**src/rtl/pipeline_ctrl.sv**
```systemverilog
// Pipeline hazard controller: load-use stalls, branch redirects, and data-memory
// wait handling with a bounded timeout that aborts the access.
//
// state    | meaning
// ---------+-------------------------------------------------------------
// RUN      | normal issue; a pending access without ready enters MEM_WAIT
// MEM_WAIT | waiting on data memory; wait_cnt counts cycles spent waiting
module pipeline_ctrl #(
    parameter int ADDR_SIZE   = 10,
    parameter int REG_SEL     = 5,
    parameter int MEM_TIMEOUT = 15
) (
    input  logic                 clk,
    input  logic                 rst,
    input  logic [REG_SEL-1:0]   id_rs1,
    input  logic [REG_SEL-1:0]   id_rs2,
    input  logic                 id_use_rs1,
    input  logic                 id_use_rs2,
    input  logic [REG_SEL-1:0]   ex_rd,
    input  logic                 ex_mem_read,
    input  logic                 mem_branch,
    input  logic                 mem_jump,
    input  logic                 mem_alu_zero,
    input  logic [ADDR_SIZE-1:0] mem_branch_target,
    input  logic                 mem_mem_read,
    input  logic                 mem_mem_write,
    input  logic                 dmem_ready,
    output logic                 pc_stall,
    output logic                 if_id_stall,
    output logic                 id_ex_stall,
    output logic                 ex_mem_stall,
    output logic                 if_id_flush,
    output logic                 id_ex_flush,
    output logic                 ex_mem_flush,
    output logic                 mem_wb_flush,
    output logic                 redirect_valid,
    output logic [ADDR_SIZE-1:0] redirect_pc,
    output logic                 mem_err,
    output logic [15:0]          stall_cycles
);

    localparam int CNT_W = $clog2(MEM_TIMEOUT + 1);
    localparam logic [CNT_W-1:0] CNT_MAX = CNT_W'(MEM_TIMEOUT);
    localparam logic [CNT_W-1:0] CNT_ONE = CNT_W'(1);

    typedef enum logic {
        RUN      = 1'b0,
        MEM_WAIT = 1'b1
    } state_t;

    state_t           state, state_nxt;
    logic [CNT_W-1:0] wait_cnt, wait_cnt_nxt;

    logic mem_access;
    logic taken;
    logic load_use;
    logic timeout;
    logic mem_hold;
    logic rs1_hit;
    logic rs2_hit;

    assign mem_access = mem_mem_read | mem_mem_write;
    assign taken      = (mem_branch & mem_alu_zero) | mem_jump;
    assign rs1_hit    = id_use_rs1 & (id_rs1 == ex_rd);
    assign rs2_hit    = id_use_rs2 & (id_rs2 == ex_rd);
    assign load_use   = ex_mem_read & (ex_rd != '0) & (rs1_hit | rs2_hit);
    assign timeout    = (state == MEM_WAIT) & (wait_cnt == CNT_MAX);
    assign mem_hold   = mem_access & ~dmem_ready & ~timeout;

    always_ff @(posedge clk or negedge rst) begin
        if (!rst) begin
            state    <= RUN;
            wait_cnt <= '0;
        end else begin
            state    <= state_nxt;
            wait_cnt <= wait_cnt_nxt;
        end
    end

    always_comb begin
        state_nxt    = state;
        wait_cnt_nxt = wait_cnt;
        case (state)
            RUN: begin
                if (mem_hold) begin
                    state_nxt    = MEM_WAIT;
                    wait_cnt_nxt = CNT_ONE;
                end
            end
            MEM_WAIT: begin
                if (dmem_ready || timeout) begin
                    state_nxt    = RUN;
                    wait_cnt_nxt = '0;
                end else if (wait_cnt != CNT_MAX) begin
                    wait_cnt_nxt = wait_cnt + CNT_ONE;
                end
            end
            default: begin
                state_nxt    = RUN;
                wait_cnt_nxt = '0;
            end
        endcase
    end

    // Outputs follow priority timeout > mem_hold > taken > load_use; reset forces all low.
    always_comb begin
        pc_stall       = 1'b0;
        if_id_stall    = 1'b0;
        id_ex_stall    = 1'b0;
        ex_mem_stall   = 1'b0;
        if_id_flush    = 1'b0;
        id_ex_flush    = 1'b0;
        ex_mem_flush   = 1'b0;
        mem_wb_flush   = 1'b0;
        redirect_valid = 1'b0;
        redirect_pc    = '0;
        mem_err        = 1'b0;
        if (rst) begin
            if (timeout) begin
                pc_stall     = 1'b1;
                if_id_stall  = 1'b1;
                id_ex_stall  = 1'b1;
                ex_mem_flush = 1'b1;
                mem_wb_flush = 1'b1;
                mem_err      = 1'b1;
            end else if (mem_hold) begin
                pc_stall     = 1'b1;
                if_id_stall  = 1'b1;
                id_ex_stall  = 1'b1;
                ex_mem_stall = 1'b1;
                mem_wb_flush = 1'b1;
            end else if (taken) begin
                redirect_valid = 1'b1;
                redirect_pc    = mem_branch_target;
                if_id_flush    = 1'b1;
                id_ex_flush    = 1'b1;
                ex_mem_flush   = 1'b1;
            end else if (load_use) begin
                pc_stall    = 1'b1;
                if_id_stall = 1'b1;
                id_ex_flush = 1'b1;
            end
        end
    end

    always_ff @(posedge clk or negedge rst) begin
        if (!rst) begin
            stall_cycles <= '0;
        end else if (pc_stall && (stall_cycles != 16'hFFFF)) begin
            stall_cycles <= stall_cycles + 16'd1;
        end
    end

endmodule

```
**config.mk**
```make
export PLATFORM = sky130hd
export DESIGN_NAME = pipeline_ctrl
export DESIGN_NICKNAME = d
export VERILOG_FILES = /design/src/rtl/pipeline_ctrl.sv
export SDC_FILE = /design/constraint.sdc
export NUM_CORES = 1
export LEC_CHECK = 0
export BUFFER_PORTS_ARGS = -buffer_cell sky130_fd_sc_hd__buf_2
export CAP_MARGIN = 20
export CORE_MARGIN = 2
export CORE_UTILIZATION = 38
export CTS_BUF_LIST = sky130_fd_sc_hd__clkbuf_4
export DETAILED_ROUTE_END_ITERATION = 12
export GPL_TIMING_DRIVEN = 0
export PLACE_DENSITY = 0.71
export SKIP_LAST_GASP = 1
export SLEW_MARGIN = 20
export SYNTH_ARGS = -nofsm -noshare
export SYNTH_HDL_FRONTEND = slang
export SYNTH_SLANG_ARGS = --single-unit
```
**constraint.sdc**
```tcl
create_clock -name clk -period 2.5 [get_ports clk]
set_input_delay 0.375 -clock clk [delete_from_list [all_inputs] [get_ports clk]]
set_output_delay 0.375 -clock clk [all_outputs]
set_load 0.005 [all_outputs]
```
# Word-level counts from Yosys, hierarchy flattened
# Index checks and enable logic that the tools add are counted.
# classes
n_addsub	2
eq_ne	7
n_mux	32
n_bitwise	14
reduce_logical	4
# op_table
op	count
$mux 10	4
$mux 1	23
$add 16x1->16 const B	1
$ne 16x16->1 const B	1
$mux 4	3
$eq 5x5->1	2
$and 1x1->1	8
$pmux 4 s2	1
$reduce_bool 5->1	1
$add 4x1->4 const B	1
$eq 4x4->1 const B	1
$ne 4x4->1 const B	1
$ne 3x1->1 const B	1
$not 1->1	3
$or 1x1->1	3
$ne 2x2->1 const B	1
$pmux 1 s2	1
$reduce_and 2->1	1
$logic_and 1x1->1	1
$logic_or 1x1->1	1
# word_totals
register_bits	21
in_bits	36
out_inout_bits	36
wordCells	62

# Longest topological paths before layout
# logic_depth
word_depth	10
mapped_depth	8
depth_no_buf	7

# Least setup slack after synthesis
# Ideal clock, no wire load.
# synth_path
path_type	register to register
start	register wait_cnt[0]
end	register stall_cycles[11]
setup_ns	0.124
t_arrival_ns	1.794
required_ns	2.376
path_slack_ns	0.582
stages_incl_launch_ff	8
path_buffers	0
period_less_slack_ns	1.918
path_cell_list	dfrtp_1 ha_1 nand4_1 a21oi_1 a41o_1 o21ai_2 or3_1 xnor2_1
# synth_between
elab_chain_len	8
# synth_lines
item	line	source
from (decl)	52	logic [CNT_W-1:0] wait_cnt, wait_cnt_nxt;
from (signal assigned)	76	wait_cnt <= wait_cnt_nxt;
$eq 4x4->1 *	67	assign timeout = (state == MEM_WAIT) & (wait_cnt == CNT_MAX);
$and 1x1->1 *	67	
$not 1->1	68	assign mem_hold = mem_access & ~dmem_ready & ~timeout;
$and 1x1->1	68	
$mux 1	-	
$mux 1 * (2 in series)	-	
named net if_id_stall	29	output logic if_id_stall,
$logic_and 1x1->1 *	149	end else if (pc_stall && (stall_cycles != 16'hFFFF)) begin
to (signal assigned)	150	stall_cycles <= stall_cycles + 16'd1;
to (decl)	39	output logic [15:0] stall_cycles
# Mark *: on every way through the listed nets, which the timed path passes. The rest lies on a longest branch.
# A chain may end at the register's enable or synchronous reset.

# Final worst setup path
# layout_path
start	register wait_cnt[0]
end	output redirect_pc[5]
# layout_between
elab_chain_len	7
# layout_lines
item	line	source
$eq 4x4->1 *	67	
$and 1x1->1 *	67	
$not 1->1	68	
$and 1x1->1	68	
$mux 10	126	end else if (mem_hold) begin
$mux 10 *	119	if (timeout) begin
$mux 10 *	118	if (rst) begin
to (decl)	37	output logic [ADDR_SIZE-1:0] redirect_pc,
# Mark *: on every way between the ends. The rest lies on a longest branch, timed or not.

==> impl_summary.log <==
[metrics] ys flop type: sky130_fd_sc_hd__dfrtp_1
[metrics] post-route insts no fill: 251
[metrics] flip-flop and latch count after synthesis: 21
[metrics] remaining number of nets flagged by the antenna check after routing: 0
[metrics] path class of the lowest-slack min-delay path: primary input to async pin
[metrics] count of cell types in the netlist: 30
[metrics] critical register-to-register path endpoint: stall_cycles[11]
[metrics] Post-Synthesis Cells: 132
[metrics] drt pass-1 iters: 4
[metrics] min Tclk post-route: 2.27 ns
[metrics] CTS root buf: sky130_fd_sc_hd__clkbuf_4
[metrics] Worst Clk Skew: 0.00378 ns
[metrics] Seq/Total Area, Yosys: 42.0%
[metrics] effective utilization at floorplan: 40.3%
[metrics] DIE AREA: 3770 µm²
[metrics] CTS tree: done
[metrics] WL per Instance: 12.2 µm
[metrics] post-route fraction of the period consumed by the critical path: 90.9%
[metrics] relative max-transition margin: 65.4%
[metrics] layout overhead on the synthesized area: 35.3%
[metrics] maximum clock rate: 0.440 GHz
[metrics] first-pass GRT wire length: 4540 µm
[metrics] number of levels the H-tree was split into: 1
[metrics] leakage power: 0.891 nW
[metrics] post-route total power: 0.871 mW
[metrics] required time of the critical path: 2.12 ns
[metrics] sum of overflow across all layers after global routing: 0
[metrics] number of top-level pins: 72
[metrics] Core Rows: 20
[metrics] fillcell total: 316
[metrics] number of hold-slack violations in the final timing report: 0
[metrics] Ant. Diodes: 0
[metrics] status: complete, no violations
[metrics] number of I/O port buffers: 71
[metrics] Final nets: 246
[metrics] total number of clock tree sinks: 21
[metrics] post-layout util: 54.6%
[metrics] commonest cells in the synthesized netlist: sky130_fd_sc_hd__xnor2_1 (22), sky130_fd_sc_hd__dfrtp_1 (21), sky130_fd_sc_hd__and2_1 (11)
[metrics] Max Root-Sink Buffers: 2
[metrics] number of vias per cell after detailed routing: 4.82
[metrics] Syn. warnings: 0
[metrics] slack of the worst reg-to-reg path: 0.38 ns
[metrics] post-detail-place hpwl: 2450 µm
[metrics] leading cell types by total area after synthesis: sky130_fd_sc_hd__dfrtp_1 (42%), sky130_fd_sc_hd__xnor2_1 (15%), sky130_fd_sc_hd__and2_1 (5.5%)
[metrics] TNS Setup: 0 ns
[metrics] Critical Path Source Type: flop
[metrics] max-slew violation count: 0
[metrics] largest net degree at the start of global routing: 26
[metrics] RSZ-0062 raised after global routing: false
[metrics] share of Yosys cell area claimed by the top area cell type: 42.0%
[metrics] CP Capture Type: output pin
[metrics] Die Y-Extent: 61.4 µm
[metrics] share of cells above drive strength 1: 40.6%
[metrics] overall routing resource usage: 16.4%
[metrics] maximum net fanout on the critical path: 11
[metrics] count of cells along the worst register-to-register path: 7
[metrics] buffers inserted during post-CTS setup optimization: 0
[metrics] worst setup path class: flop to output pin
[metrics] arrival time at the worst endpoint: 1.90 ns
[metrics] maximum resistive drop on vdd: 0.454 mV
[metrics] Post-Syn Nets: 170
[metrics] post-synth top area cell: sky130_fd_sc_hd__dfrtp_1
[metrics] number of antenna violations at the first check in global routing: 0
[metrics] r2r startpoint: wait_cnt[0]
[metrics] Vias: 1211
[metrics] placed insts: 247
[metrics] detailed-route DRC error count: 0
[metrics] Mapped Avg Cell Area: 9.48 µm²
[metrics] Least-Margin Pin Slew: 0.519 ns
[metrics] placer's final routability congestion estimate: 0.799
[metrics] PwrDens: 515 nW/µm²
[metrics] via count of the first global-routing pass: 1079
[metrics] total standard cell area after synthesis: 1250 µm²
[metrics] clock-pin transition on the worst setup and hold timing paths: 0.11 ns
[metrics] FFs w/ async S/R, synth: 100%
[metrics] core area: 3100 µm²
[metrics] final-report setup violation count: 0
[metrics] post-detailed-routing wire length: 3050 µm
[metrics] chip width: 61.4 µm
[metrics] Starting DRT DRC Count: 17
[metrics] most common cell in the netlist: sky130_fd_sc_hd__xnor2_1
[metrics] count of maximum capacitance violations: 0
[metrics] clock buffers created by TritonCTS: 3
[metrics] Skew-Pair Late Insertion Delay: 0.30 ns
[metrics] number of enable-type register cells in the synthesized netlist: 0
## placed cells by master (no fill, tap or decap)
cell type,n
sky130_fd_sc_hd__nor2_1,10
sky130_fd_sc_hd__ha_1,2
sky130_fd_sc_hd__mux2_2,1
sky130_fd_sc_hd__o22ai_1,2
sky130_fd_sc_hd__and2_1,11
sky130_fd_sc_hd__buf_4,3
sky130_fd_sc_hd__a31o_2,1
sky130_fd_sc_hd__nor2b_1,1
sky130_fd_sc_hd__or3_1,1
sky130_fd_sc_hd__or4_1,1
sky130_fd_sc_hd__inv_1,2
sky130_fd_sc_hd__nand3_1,8
sky130_fd_sc_hd__buf_6,1
sky130_fd_sc_hd__o21a_1,3
sky130_fd_sc_hd__nor4_1,2
sky130_fd_sc_hd__clkbuf_4,4
sky130_fd_sc_hd__nand4_1,8
sky130_fd_sc_hd__a21oi_1,3
sky130_fd_sc_hd__and3_1,4
sky130_fd_sc_hd__dfrtp_1,21
sky130_fd_sc_hd__and4_1,1
sky130_fd_sc_hd__xor2_1,3
sky130_fd_sc_hd__xnor2_1,22
sky130_fd_sc_hd__nand2_1,9
sky130_fd_sc_hd__o21ai_0,5
sky130_fd_sc_hd__or2_2,1
sky130_fd_sc_hd__clkbuf_2,1
sky130_fd_sc_hd__o21ai_2,1
sky130_fd_sc_hd__a41o_1,1
sky130_fd_sc_hd__buf_2,71
sky130_fd_sc_hd__nand2b_1,2
sky130_fd_sc_hd__o31ai_1,1
## flip-flops by register name, indices dropped and copies added, names as in the netlist
name,flops
wait_cnt,4
stall_cycles,16
state,1
## area by class of cell
cell class	instances	area [µm²]	area share, %
buffer	5	38.8	2.29
clock buffer	4	30.0	1.77
inverter	2	7.51	0.443
multi-input combinational	104	681	40.2
sequential	21	526	31.0
tap	44	55.1	3.25
timing repair buffer	71	355	21.0
## repair_timing
| action | in CTS | in global routing |
|---|---|---|
| setup endpoints to repair | 0 | 10 |
| hold buffers | 0 | 0 |
| resized for setup | 0 | 2 |
## critical path, cell delays in order, from the launching register on
cell and delay [ns]:
sky130_fd_sc_hd__dfrtp_1 0.43, sky130_fd_sc_hd__ha_1 0.25, sky130_fd_sc_hd__nand4_1 0.16, sky130_fd_sc_hd__nand3_1 0.12, sky130_fd_sc_hd__nor2_1 0.18, sky130_fd_sc_hd__clkbuf_2 0.21, sky130_fd_sc_hd__and2_1 0.14, sky130_fd_sc_hd__buf_2 0.11
## report_power, final
part	total [mW]	leakage, nW	internal [mW]	switching (mW)
combinational	0.245	0.593	0.135	0.110
sequential	0.455	0.280	0.392	0.0633
clock	0.171	0.0184	0.0730	0.0982
## how the worst max path moves through the flow
| stage | start | end | cells past startpoint |
|---|---|---|---|
| CTS | wait_cnt[0] | redirect_pc[7] | 7 |
| global placement | rst | stall_cycles[11] | 7 |
| finish | wait_cnt[0] | redirect_pc[5] | 7 |
| detailed placement | rst | stall_cycles[11] | 7 |
| floorplan | wait_cnt[0] | stall_cycles[11] | 7 |
| global route | wait_cnt[0] | redirect_pc[4] | 7 |
## logic make-up after synthesis
| logic type | count (synthesis) | share of synthesized area [%] |
|---|---|---|
| adder cells (fa/ha/maj) | 2 | 2.00 |
| flip-flops | 21 | 42.0 |
| AND/OR/NAND/NOR | 59 | 25.2 |
| AO/OA/AOI/OAI | 17 | 8.80 |
| buffers and inverters | 7 | 3.60 |
| XOR/XNOR | 25 | 17.5 |
| multiplexers | 1 | 0.900 |
## per-layer routing
metal	vias to the layer above	track usage, %	wire length (µm)
met5	-	0	0
met4	0	6.38	43
met3	4	2.52	318
met2	62	29.9	1430
met1	537	19.3	1260
li1	608	-	-
## per-stage QoR
step           hold WS [ns]  area (µm²)  setup WS [ns]
2_1_floorplan        0.0794        1250          0.582
3_3_place_gp          0.383        1660          0.290
3_5_place_dp          0.376        1660          0.250
4_1_cts              0.0442        1690         0.0858
5_1_grt              0.0385        1690         0.0276
6_report             0.0309        1690          0.228
No activity file was read; power rests on OpenSTA's default activity.
